===== config.mk =====
export PLATFORM = sky130hd
export DESIGN_NAME = bdi_compress_scheduler
export DESIGN_NICKNAME = d
export VERILOG_FILES = /design/src/rtl/bdi_pkg.sv /design/src/rtl/bdi_rr_arb2.sv /design/src/rtl/bdi_compress_scheduler.sv
export SDC_FILE = /design/constraint.sdc
export NUM_CORES = 1
export LEC_CHECK = 0
export CAP_MARGIN = 0
export CORE_AREA = 2 2 314 316
export DETAILED_ROUTE_END_ITERATION = 16
export DIE_AREA = 0 0 316 318
export PLACE_DENSITY_LB_ADDON = 0.25
export REMOVE_ABC_BUFFERS = 1
export SYNTH_ARGS = -nofsm -noshare
export SYNTH_HDL_FRONTEND = slang
export SYNTH_SLANG_ARGS = --single-unit

===== constraint.sdc =====
create_clock -name clk -period 2.2 [get_ports clk]
set_input_delay 0.22 -clock clk [delete_from_list [all_inputs] [get_ports clk]]
set_output_delay 0.22 -clock clk [all_outputs]
set_load 0.05 [all_outputs]

===== src/rtl/bdi_pkg.sv =====
// Shared types and constants for the BDI compressor scheduler.
// Holds encodings, scheduler states and the encoding-to-length map.
package bdi_pkg;

    localparam int LINE_W = 256;

    typedef enum logic [2:0] {
        ENC_B8D1 = 3'd0,
        ENC_B8D2 = 3'd1,
        ENC_B8D4 = 3'd2,
        ENC_B4D1 = 3'd3,
        ENC_B4D2 = 3'd4,
        ENC_B2D1 = 3'd5,
        ENC_ZERO = 3'd6,
        ENC_RAW  = 3'd7
    } bdi_enc_e;

    typedef enum logic [1:0] {
        S_IDLE  = 2'd0,
        S_ISSUE = 2'd1,
        S_WAIT  = 2'd2,
        S_RESP  = 2'd3
    } sched_state_e;

    function automatic logic [8:0] enc_len(input bdi_enc_e e);
        logic [8:0] l;
        case (e)
            ENC_B8D1: l = 9'd96;
            ENC_B8D2: l = 9'd128;
            ENC_B8D4: l = 9'd192;
            ENC_B4D1: l = 9'd96;
            ENC_B4D2: l = 9'd160;
            ENC_B2D1: l = 9'd144;
            ENC_ZERO: l = 9'd0;
            default:  l = 9'd256;
        endcase
        return l;
    endfunction

endpackage


===== src/rtl/bdi_rr_arb2.sv =====
// Two-input round-robin arbiter.
// On a tie the port that did not win last time is granted.
module bdi_rr_arb2 (
    input  logic       clk,
    input  logic       rst,
    input  logic [1:0] valid,
    input  logic       accept,
    output logic [1:0] grant
);

    logic last_grant;

    // Pick the single requester, or alternate on a tie
    always_comb begin
        grant = valid;
        if (valid == 2'b11) begin
            grant = last_grant ? 2'b01 : 2'b10;
        end
    end

    // Remember the winner of each accepted request
    always_ff @(posedge clk) begin
        if (rst) begin
            last_grant <= 1'b1;
        end else if (accept && (grant != 2'b00)) begin
            last_grant <= grant[1];
        end
    end

endmodule


===== src/rtl/bdi_compress_scheduler.sv =====
// Shares one BDI compressor between fill (port 0) and writeback (port 1).
// Optional statistics counters are enabled with BDI_SCHED_STATS_EN.
module bdi_compress_scheduler
    import bdi_pkg::*;
#(
    parameter int TAG_W      = 4,
    parameter int CU_TIMEOUT = 15
) (
    input  logic              clk,
    input  logic              rst,
    input  logic              req0_valid,
    output logic              req0_ready,
    input  logic [LINE_W-1:0] req0_line,
    input  logic [TAG_W-1:0]  req0_tag,
    input  logic              req1_valid,
    output logic              req1_ready,
    input  logic [LINE_W-1:0] req1_line,
    input  logic [TAG_W-1:0]  req1_tag,
    output logic              cu_start,
    output logic [LINE_W-1:0] cu_line,
    input  logic              cu_done,
    input  logic [2:0]        cu_enc,
    input  logic [8:0]        cu_len,
    output logic              rsp_valid,
    input  logic              rsp_ready,
    output logic              rsp_src,
    output logic [TAG_W-1:0]  rsp_tag,
    output logic [2:0]        rsp_enc,
    output logic [8:0]        rsp_len,
    output logic              rsp_timeout,
    output logic              busy
`ifdef BDI_SCHED_STATS_EN
    ,
    output logic [31:0]       stat_lines,
    output logic [31:0]       stat_saved,
    output logic [15:0]       stat_timeouts
`endif
);

    localparam logic [7:0] TO_LIMIT = 8'(CU_TIMEOUT);

    sched_state_e      state;
    logic [7:0]        cnt;
    logic [7:0]        cnt_nxt;
    logic [1:0]        grant;
    logic              idle_ok;
    logic              accept;
    logic [LINE_W-1:0] sel_line;
    logic [TAG_W-1:0]  sel_tag;
    logic [2:0]        cap_enc;
    logic [8:0]        cap_len;

    bdi_rr_arb2 u_arb (
        .clk    (clk),
        .rst    (rst),
        .valid  ({req1_valid, req0_valid}),
        .accept (accept),
        .grant  (grant)
    );

    assign idle_ok    = (state == S_IDLE) && !rst;
    assign req0_ready = idle_ok && grant[0];
    assign req1_ready = idle_ok && grant[1];
    assign accept     = idle_ok && (grant != 2'b00);
    assign sel_line   = grant[1] ? req1_line : req0_line;
    assign sel_tag    = grant[1] ? req1_tag : req0_tag;
    assign cnt_nxt    = cnt + 8'd1;
    assign busy       = (state != S_IDLE);

    // Sanitise the CU result: ZERO, RAW or oversize lengths become RAW
    always_comb begin
        cap_enc = cu_enc;
        cap_len = cu_len;
        if ((cu_enc == ENC_RAW) || (cu_enc == ENC_ZERO) ||
            (cu_len >= 9'd256)) begin
            cap_enc = ENC_RAW;
            cap_len = enc_len(ENC_RAW);
        end
    end

    // Scheduler FSM with registered CU and response outputs
    always_ff @(posedge clk) begin
        if (rst) begin
            state       <= S_IDLE;
            cnt         <= 8'd0;
            cu_start    <= 1'b0;
            cu_line     <= '0;
            rsp_valid   <= 1'b0;
            rsp_src     <= 1'b0;
            rsp_tag     <= '0;
            rsp_enc     <= 3'd0;
            rsp_len     <= 9'd0;
            rsp_timeout <= 1'b0;
        end else begin
            unique case (state)
                S_IDLE: begin
                    if (accept) begin
                        cu_line     <= sel_line;
                        rsp_tag     <= sel_tag;
                        rsp_src     <= grant[1];
                        rsp_timeout <= 1'b0;
                        if (sel_line == '0) begin
                            rsp_enc   <= ENC_ZERO;
                            rsp_len   <= enc_len(ENC_ZERO);
                            rsp_valid <= 1'b1;
                            state     <= S_RESP;
                        end else begin
                            cu_start <= 1'b1;
                            state    <= S_ISSUE;
                        end
                    end
                end
                S_ISSUE: begin
                    cu_start <= 1'b0;
                    cnt      <= 8'd0;
                    state    <= S_WAIT;
                end
                S_WAIT: begin
                    cnt <= cnt_nxt;
                    if (cu_done) begin
                        rsp_enc   <= cap_enc;
                        rsp_len   <= cap_len;
                        rsp_valid <= 1'b1;
                        state     <= S_RESP;
                    end else if (cnt_nxt == TO_LIMIT) begin
                        rsp_enc     <= ENC_RAW;
                        rsp_len     <= enc_len(ENC_RAW);
                        rsp_timeout <= 1'b1;
                        rsp_valid   <= 1'b1;
                        state       <= S_RESP;
                    end
                end
                S_RESP: begin
                    if (rsp_ready) begin
                        rsp_valid <= 1'b0;
                        state     <= S_IDLE;
                    end
                end
            endcase
        end
    end

`ifdef BDI_SCHED_STATS_EN
    logic        rsp_hs;
    logic [32:0] saved_sum;

    assign rsp_hs    = rsp_valid && rsp_ready;
    assign saved_sum = {1'b0, stat_saved} + 33'(9'd256 - rsp_len);

    // Saturating counters updated on each response handshake
    always_ff @(posedge clk) begin
        if (rst) begin
            stat_lines    <= 32'd0;
            stat_saved    <= 32'd0;
            stat_timeouts <= 16'd0;
        end else if (rsp_hs) begin
            if (stat_lines != 32'hFFFF_FFFF) begin
                stat_lines <= stat_lines + 32'd1;
            end
            stat_saved <= saved_sum[32] ? 32'hFFFF_FFFF : saved_sum[31:0];
            if (rsp_timeout && (stat_timeouts != 16'hFFFF)) begin
                stat_timeouts <= stat_timeouts + 16'd1;
            end
        end
    end
`endif

endmodule


==> results of run 1 <==
-- worst max-delay path: stages --
cell and delay [ns]:
clkdlybuf4s50_1 0.52, nor4_2 0.29, nand4_1 0.20, nor4_2 0.28
buf_4 0.21, nand4_1 0.15, a22oi_4 0.21, buf_12 0.13
o211ai_4 0.12, buf_12 0.18, mux2i_1 0.11
-- flip-flops by register name, summed over array words and instances, names as in the netlist --
register          count
u_arb.last_grant      1
cnt                   8
rsp_timeout           1
cu_start              1
rsp_len               9
cu_line             256
rsp_valid             1
rsp_enc               3
rsp_src               1
rsp_tag               4
state                 2
-- cell usage in the layout, fill, tap and decap left out, types with 9 or more instances in the layout --
master / n
nor4_4: 29
clkinv_2: 9
buf_4: 379
clkbuf_2: 17
a311oi_1: 260
dlygate4sd2_1: 176
clkbuf_16: 48
clkdlybuf4s50_1: 489
dlymetal6s2s_1: 92
o21ai_0: 9
buf_12: 22
dlygate4sd3_1: 48
nand2_1: 550
diode_2: 14
dfxtp_1: 287
inv_1: 9
clkdlybuf4s15_1: 23
nor4_2: 86
nor4_1: 21
nand4_1: 36
nor2_1: 278
-- worst max path at each step --
stage | from | to | slack, ns | depth (start not counted)
3_3_place_gp | req0_line[186] | rsp_len[4]$_SDFFE_PP0P_ | -1.61 | 11
4_1_cts | req1_line[35] | rsp_len[2]$_SDFFE_PP0P_ | -0.005 | 11
6_report | req1_line[125] | rsp_len[2]$_SDFFE_PP0P_ | 0.03 | 11
5_1_grt | req0_line[57] | rsp_len[2]$_SDFFE_PP0P_ | -0.04 | 11
3_5_place_dp | req0_line[186] | rsp_len[7]$_SDFFE_PP0P_ | -1.64 | 11
2_1_floorplan | state[0]$_SDFFE_PP0P_ | rsp_enc[0]$_SDFFE_PP0P_ | -9.19 | 8
-- cell families after synthesis --
family          after synthesis
buf+inv                     161
compound gates              296
simple gates               1030
mux                           8
fa+ha+maj                     6
flops                       287
xor+xnor                      2
-- area by class of cell --
| cell class | instances | area, µm² |
|---|---|---|
| Antenna cell | 14 | 35.0 |
| Clock buffer | 55 | 1160 |
| Clock inverter | 14 | 86.3 |
| Fill cell | 10500 | 68400 |
| Inverter | 11 | 41.3 |
| Multi-Input combinational cell | 1342 | 8130 |
| Sequential cell | 287 | 5750 |
| Tap cell | 1287 | 1610 |
| Timing Repair Buffer | 1277 | 12200 |
-- timing repair --
action | in CTS | in global routing
hold buffers | 12 | 36
hold endpoints to repair | 20 | 33
setup buffers | 1 | 7
endpoints found under the setup margin | 17 | 110
pin swaps | 111 | 97
gates resized for setup | 368 | 197
gates cloned | 0 | 6
-- where the power goes --
part	switching [W]	total [W]	internal [W]	leakage, nW
Sequential	0.000715	0.00722	0.00650	2.36
Clock	0.00270	0.00637	0.00367	0.619
Combinational	0.00913	0.0146	0.00550	8.95
Total	0.0125	0.0282	0.0157	11.9
-- per-layer routing --
metal | global-route usage [%] | vias up | share of wire (%) | wire length, µm
met3 | 4.05 | 133 | 6.9 | 5890
met1 | 18.4 | 8640 | 41 | 34900
met4 | 4.66 | 2 | 3.1 | 2610
li1 | - | 8882 | - | -
met5 | 0 | - | 0.015 | 13
met2 | 27.4 | 668 | 49 | 41800
-- metrics by stage --
stage | instance area, µm² | power [W] | hold WS (ns)
2_1_floorplan | 12900 | 0.0115 | 0.286
3_3_place_gp | 26100 | 0.0214 | 0.449
3_5_place_dp | 26100 | 0.0214 | 0.453
4_1_cts | 27800 | 0.0280 | 0.00129
5_1_grt | 29000 | 0.0297 | -0.000367
6_report | 29000 | 0.0282 | -0.00302
==> results.yml, run 1 <==
placed_design:
  dp.cells: 4149
  io_buffers: 816
  dp_hpwl_um: 64900
  gp_congestion: 0.927
  pre_cts_ws_ns: -1.64
final_layout:
  layout-area-overhead-vs-synth_pct: 115
  drive_above_1_share_pct: 21.5
  stdcell_count: 4287
  post-route-util_pct: 29.7
  final_nets: 3503
routing:
  drtIter0Drc: 960
  final_antenna_net_count: 0
  drt_first_pass_iters: 5
  viasPerCell: 4.27
  post_drt_wl_per_cell_um: 19.9
  drcViolationCount: 0
  wl_um: 85200
  vias: 18300
synthesis:
  synthTopCellsByArea: "dfxtp_1 (43%), a311oi_1 (17%), nand2_1 (15%)"
  synth_common_cells: "nand2_1 (551), dfxtp_1 (287), nor2_1 (278), a311oi_1 (260), nor4_1 (134)"
  seq_area_frac_synth_pct: 42.5
  netlist_area_um2: 13500
  synthArstFlopShare_pct: 0
  syn_area_per_cell_um2: 7.54
  synth_ff_type: "dfxtp_1"
  synth_compound_area_share_pct: 19.0
  synth-seq-cells: 287
  post_synth_inst_count: 1790
  synth_top_family_by_area: "simple AND/OR/NAND/NOR gates"
  yosysMostFrequentCell: "nand2_1"
  synthSimpleGateAreaFrac_pct: 32.5
  yosys.area_share.adder_pct: 0.556
  synth-edff-count: 0
  ys_types: 44
  synth_xor_area_share_pct: 0.130
  synthMuxAreaShare_pct: 0.593
  synth_top_area_share_pct: 42.5
  yosysWarningCount: 0
  synth_top_area_cell: "dfxtp_1"
power_and_ir_drop:
  ir_drop_uv: 421
  p_per_area_nw_per_um2: 974
  p_leak_nw: 11.9
timing:
  whs_ns: -0.00302
  slew_viol_final: 0
  worstMarginPinSlew_ns: 0.965
  finalHoldViolations: 2
  clock.fmax_mhz: 462
  max_slew_margin_pct: 35.7
  worst_slack_ns: 0.0334
  finalCriticalPeriod_ns: 2.17
  setup_viol: 0
  period_share_pct: 98.5
  finClkSkew_ns: 0.0147
  finalSetupTns_ns: 0
clocking:
  path_clk_slew_ns: 0.06
  htree_levels: 2
  clockRootBuffer: "clkbuf_16"
  cts_sinks: 287
  cts_tree: "done"
  cts_buffers: 40
  clk_path_buf_depth: 3
  clkLatencyLatePin_ns: 0.57
critical_path:
  worstPathRequired_ns: 2.65
  path_max_fanout: 7
  worst_setup_path_end_kind: "flop"
  timing.rr.start: "state[0]$_SDFFE_PP0P_"
  timing.rr.end: "cu_line[149]$_SDFFE_PP0P_"
  crit_type: "input pin to flop"
  reg2reg_slack_ns: 0.11
  critPathLaunchType: "input pin"
  arrival_ns: 2.62
  r2r_cells: 10
worst_hold_path:
  hp-class: "input pin to flop"
  hp-start: "req1_line[109]"
  hold_depth: 3
  min_to: "cu_line[109]$_SDFFE_PP0P_"
floorplan:
  die_height_um: 318
  ioPinCount: 817
  rows: 115
  die_w_um: 316
  core_um2: 97400
  dieArea_um2: 100000
  initial_utilization_pct: 13.9
flow_run:
  max_cap_viol_count: 0
global_route:
  grt_max_degree: 141
  grt_pass1_wl_um: 119000
  antenna_found_initial: 18
  grt_util_all_layers_pct: 15.6
  grt_pass1_vias: 18100
  grt-ovfl-total: 0
run_status:
  status: "finished with violations"
  violations: "negative hold slack"
(Power assumes the default switching activity.)
==> run 2: changes to the inputs <==
- MAX_ROUTING_LAYER: default -> met4
==> results.yml, run 2 (synthesis gave the netlist of run 1 again) <==
final_layout:
  largestRegisters: "cu_line x256, rsp_len x9, cnt x8"
  top_register: "cu_line"
  largest_register_ffs: 256
  final_cell_mix: "nand2_1 (550), clkdlybuf4s50_1 (490), buf_4 (375)"
  layout-area-overhead-vs-synth_pct: 113
  post-route-util_pct: 29.5
  drive_above_1_share_pct: 21.1
  stdcell_count: 4277
  final_common_cell: "nand2_1"
  final_nets: 3492
flow_run:
  max_cap_viol_count: 0
clocking:
  path_clk_slew_ns: 0.06
  cts_tree: "done"
  clk_path_buf_depth: 3
  htree_levels: 2
  cts_sinks: 287
  clockRootBuffer: "clkbuf_16"
  cts_buffers: 40
  clkLatencyLatePin_ns: 0.57
worst_hold_path:
  hp-class: "input pin to flop"
floorplan:
  rows: 115
  die_w_um: 316
  dieArea_um2: 100000
  core_um2: 97400
  ioPinCount: 817
  die_height_um: 318
  initial_utilization_pct: 13.9
placed_design:
  dp.cells: 4149
  dp_hpwl_um: 64900
  gp_congestion: 0.943
  io_buffers: 816
  pre_cts_ws_ns: -1.64
timing:
  slew_viol_final: 0
  finalCriticalPeriod_ns: 2.18
  worst_slack_ns: 0.0165
  finalHoldViolations: 2
  max_slew_margin_pct: 36.2
  setup_viol: 0
  period_share_pct: 99.3
  rsz0062_at_grt: "true"
  clock.fmax_mhz: 458
  whs_ns: -0.00172
  worstMarginPinSlew_ns: 0.957
  finClkSkew_ns: 0.0139
power_and_ir_drop:
  pwr-share-seq_pct: 26.0
  comb_power_share_pct: 51.2
  p_int_w: 0.0154
  switching_share_pct: 44.5
  power_switching_w: 0.0124
  p_per_area_nw_per_um2: 967
  p_clk_share_pct: 22.9
  p_leak_nw: 11.8
  ir_drop_uv: 423
run_status:
  status: "finished with violations"
  violations: "negative hold slack"
critical_path:
  reg2reg_slack_ns: 0.13
  crit_chain: "clkdlybuf4s50_1 -> nor4_2 -> nand4_1 -> nor4_2 -> buf_4 -> nand4_1 -> a22oi_4 -> buf_12 -> o211ai_4 -> buf_12 -> mux2i_1"
  worst_setup_path_end_kind: "flop"
  crit_type: "input pin to flop"
  arrival_ns: 2.64
  path_max_fanout: 7
  critPathLaunchType: "input pin"
  worstPathRequired_ns: 2.65
  cp_slowest_stage_delay_ns: 0.52
  crit_slowest_cell: "clkdlybuf4s50_1"
global_route:
  grt-ovfl-total: 0
  grt_pass1_vias: 18100
  antenna_found_initial: 18
  grt_util_all_layers_pct: 16.1
  grt_max_degree: 141
  grt_pass1_wl_um: 119000
routing:
  wl_um: 83200
  drtIter0Drc: 890
  viasPerCell: 4.26
  final_antenna_net_count: 0
  post_drt_wl_per_cell_um: 19.5
  drcViolationCount: 0
  vias: 18200
  drt_first_pass_iters: 5
run 2: metrics by stage:
stage / total power, W / setup TNS (ns) / hold slack, ns / cell area, µm²
2_1_floorplan: 0.0115 / -2235.88 / 0.286 / 12900
3_3_place_gp: 0.0214 / -23.82 / 0.449 / 26100
3_5_place_dp: 0.0214 / -24.22 / 0.453 / 26100
4_1_cts: 0.0280 / -0.00560 / 0.00129 / 27800
5_1_grt: 0.0293 / -0.362 / -0.000458 / 28700
6_report: 0.0278 / 0 / -0.00172 / 28800
run 2: layer usage:
metal / vias to the layer above / share of wire [%] / global-route usage, %
met5: - / 0 / -
met4: 0 / 3.0 / 4.58
met3: 119 / 6.6 / 3.74
met2: 652 / 49 / 27.4
met1: 8587 / 41 / 18.7
li1: 8862 / - / -
run 2: repair_timing:
action	CTS	global route
hold buffers	12	37
setup endpoints to repair	17	110
resized for setup	368	189
buffers inserted	1	0
pin swaps	111	97
cloned	0	1
endpoints found under the hold margin	20	34
run 2: worst paths after layout:
check                                from                         to  cells after the start
hold reg to reg   rsp_len[4]$_SDFFE_PP0P_    rsp_len[4]$_SDFFE_PP0P_                      2
setup / recovery           req1_line[125]    rsp_len[2]$_SDFFE_PP0P_                     11
hold / removal             req0_line[167]  cu_line[167]$_SDFFE_PP0P_                      3
setup reg to reg      cnt[2]$_SDFFE_PP0P_    rsp_len[2]$_SDFFE_PP0P_                      7
run 2: power groups by stage:
| stage | clock [W] | sequential (W) | combinational [W] |
|---|---|---|---|
| after floorplan | 0 | 0.00855 | 0.00296 |
| after global placement | 0 | 0.00728 | 0.0142 |
| after detailed placement | 0 | 0.00731 | 0.0141 |
| after CTS | 0.00664 | 0.00723 | 0.0141 |
| after global routing | 0.00681 | 0.00737 | 0.0151 |
| final | 0.00637 | 0.00722 | 0.0142 |
run 2: final cells by class:
type                       count  area (µm²)
timing repair buffer        1266       12000
clock buffer                  55        1160
clock inverter                14        86.3
antenna                       15        37.5
multi-input combinational   1342        8110
sequential                   287        5750
inverter                      11        41.3
fill                       10600       68700
tap                         1287        1610
run 2: critical path, delay by kind of cell:
family	cells	cell delay, ns
simple gates	4	0.93
buf+inv	4	1.04
mux	1	0.11
compound gates	2	0.33
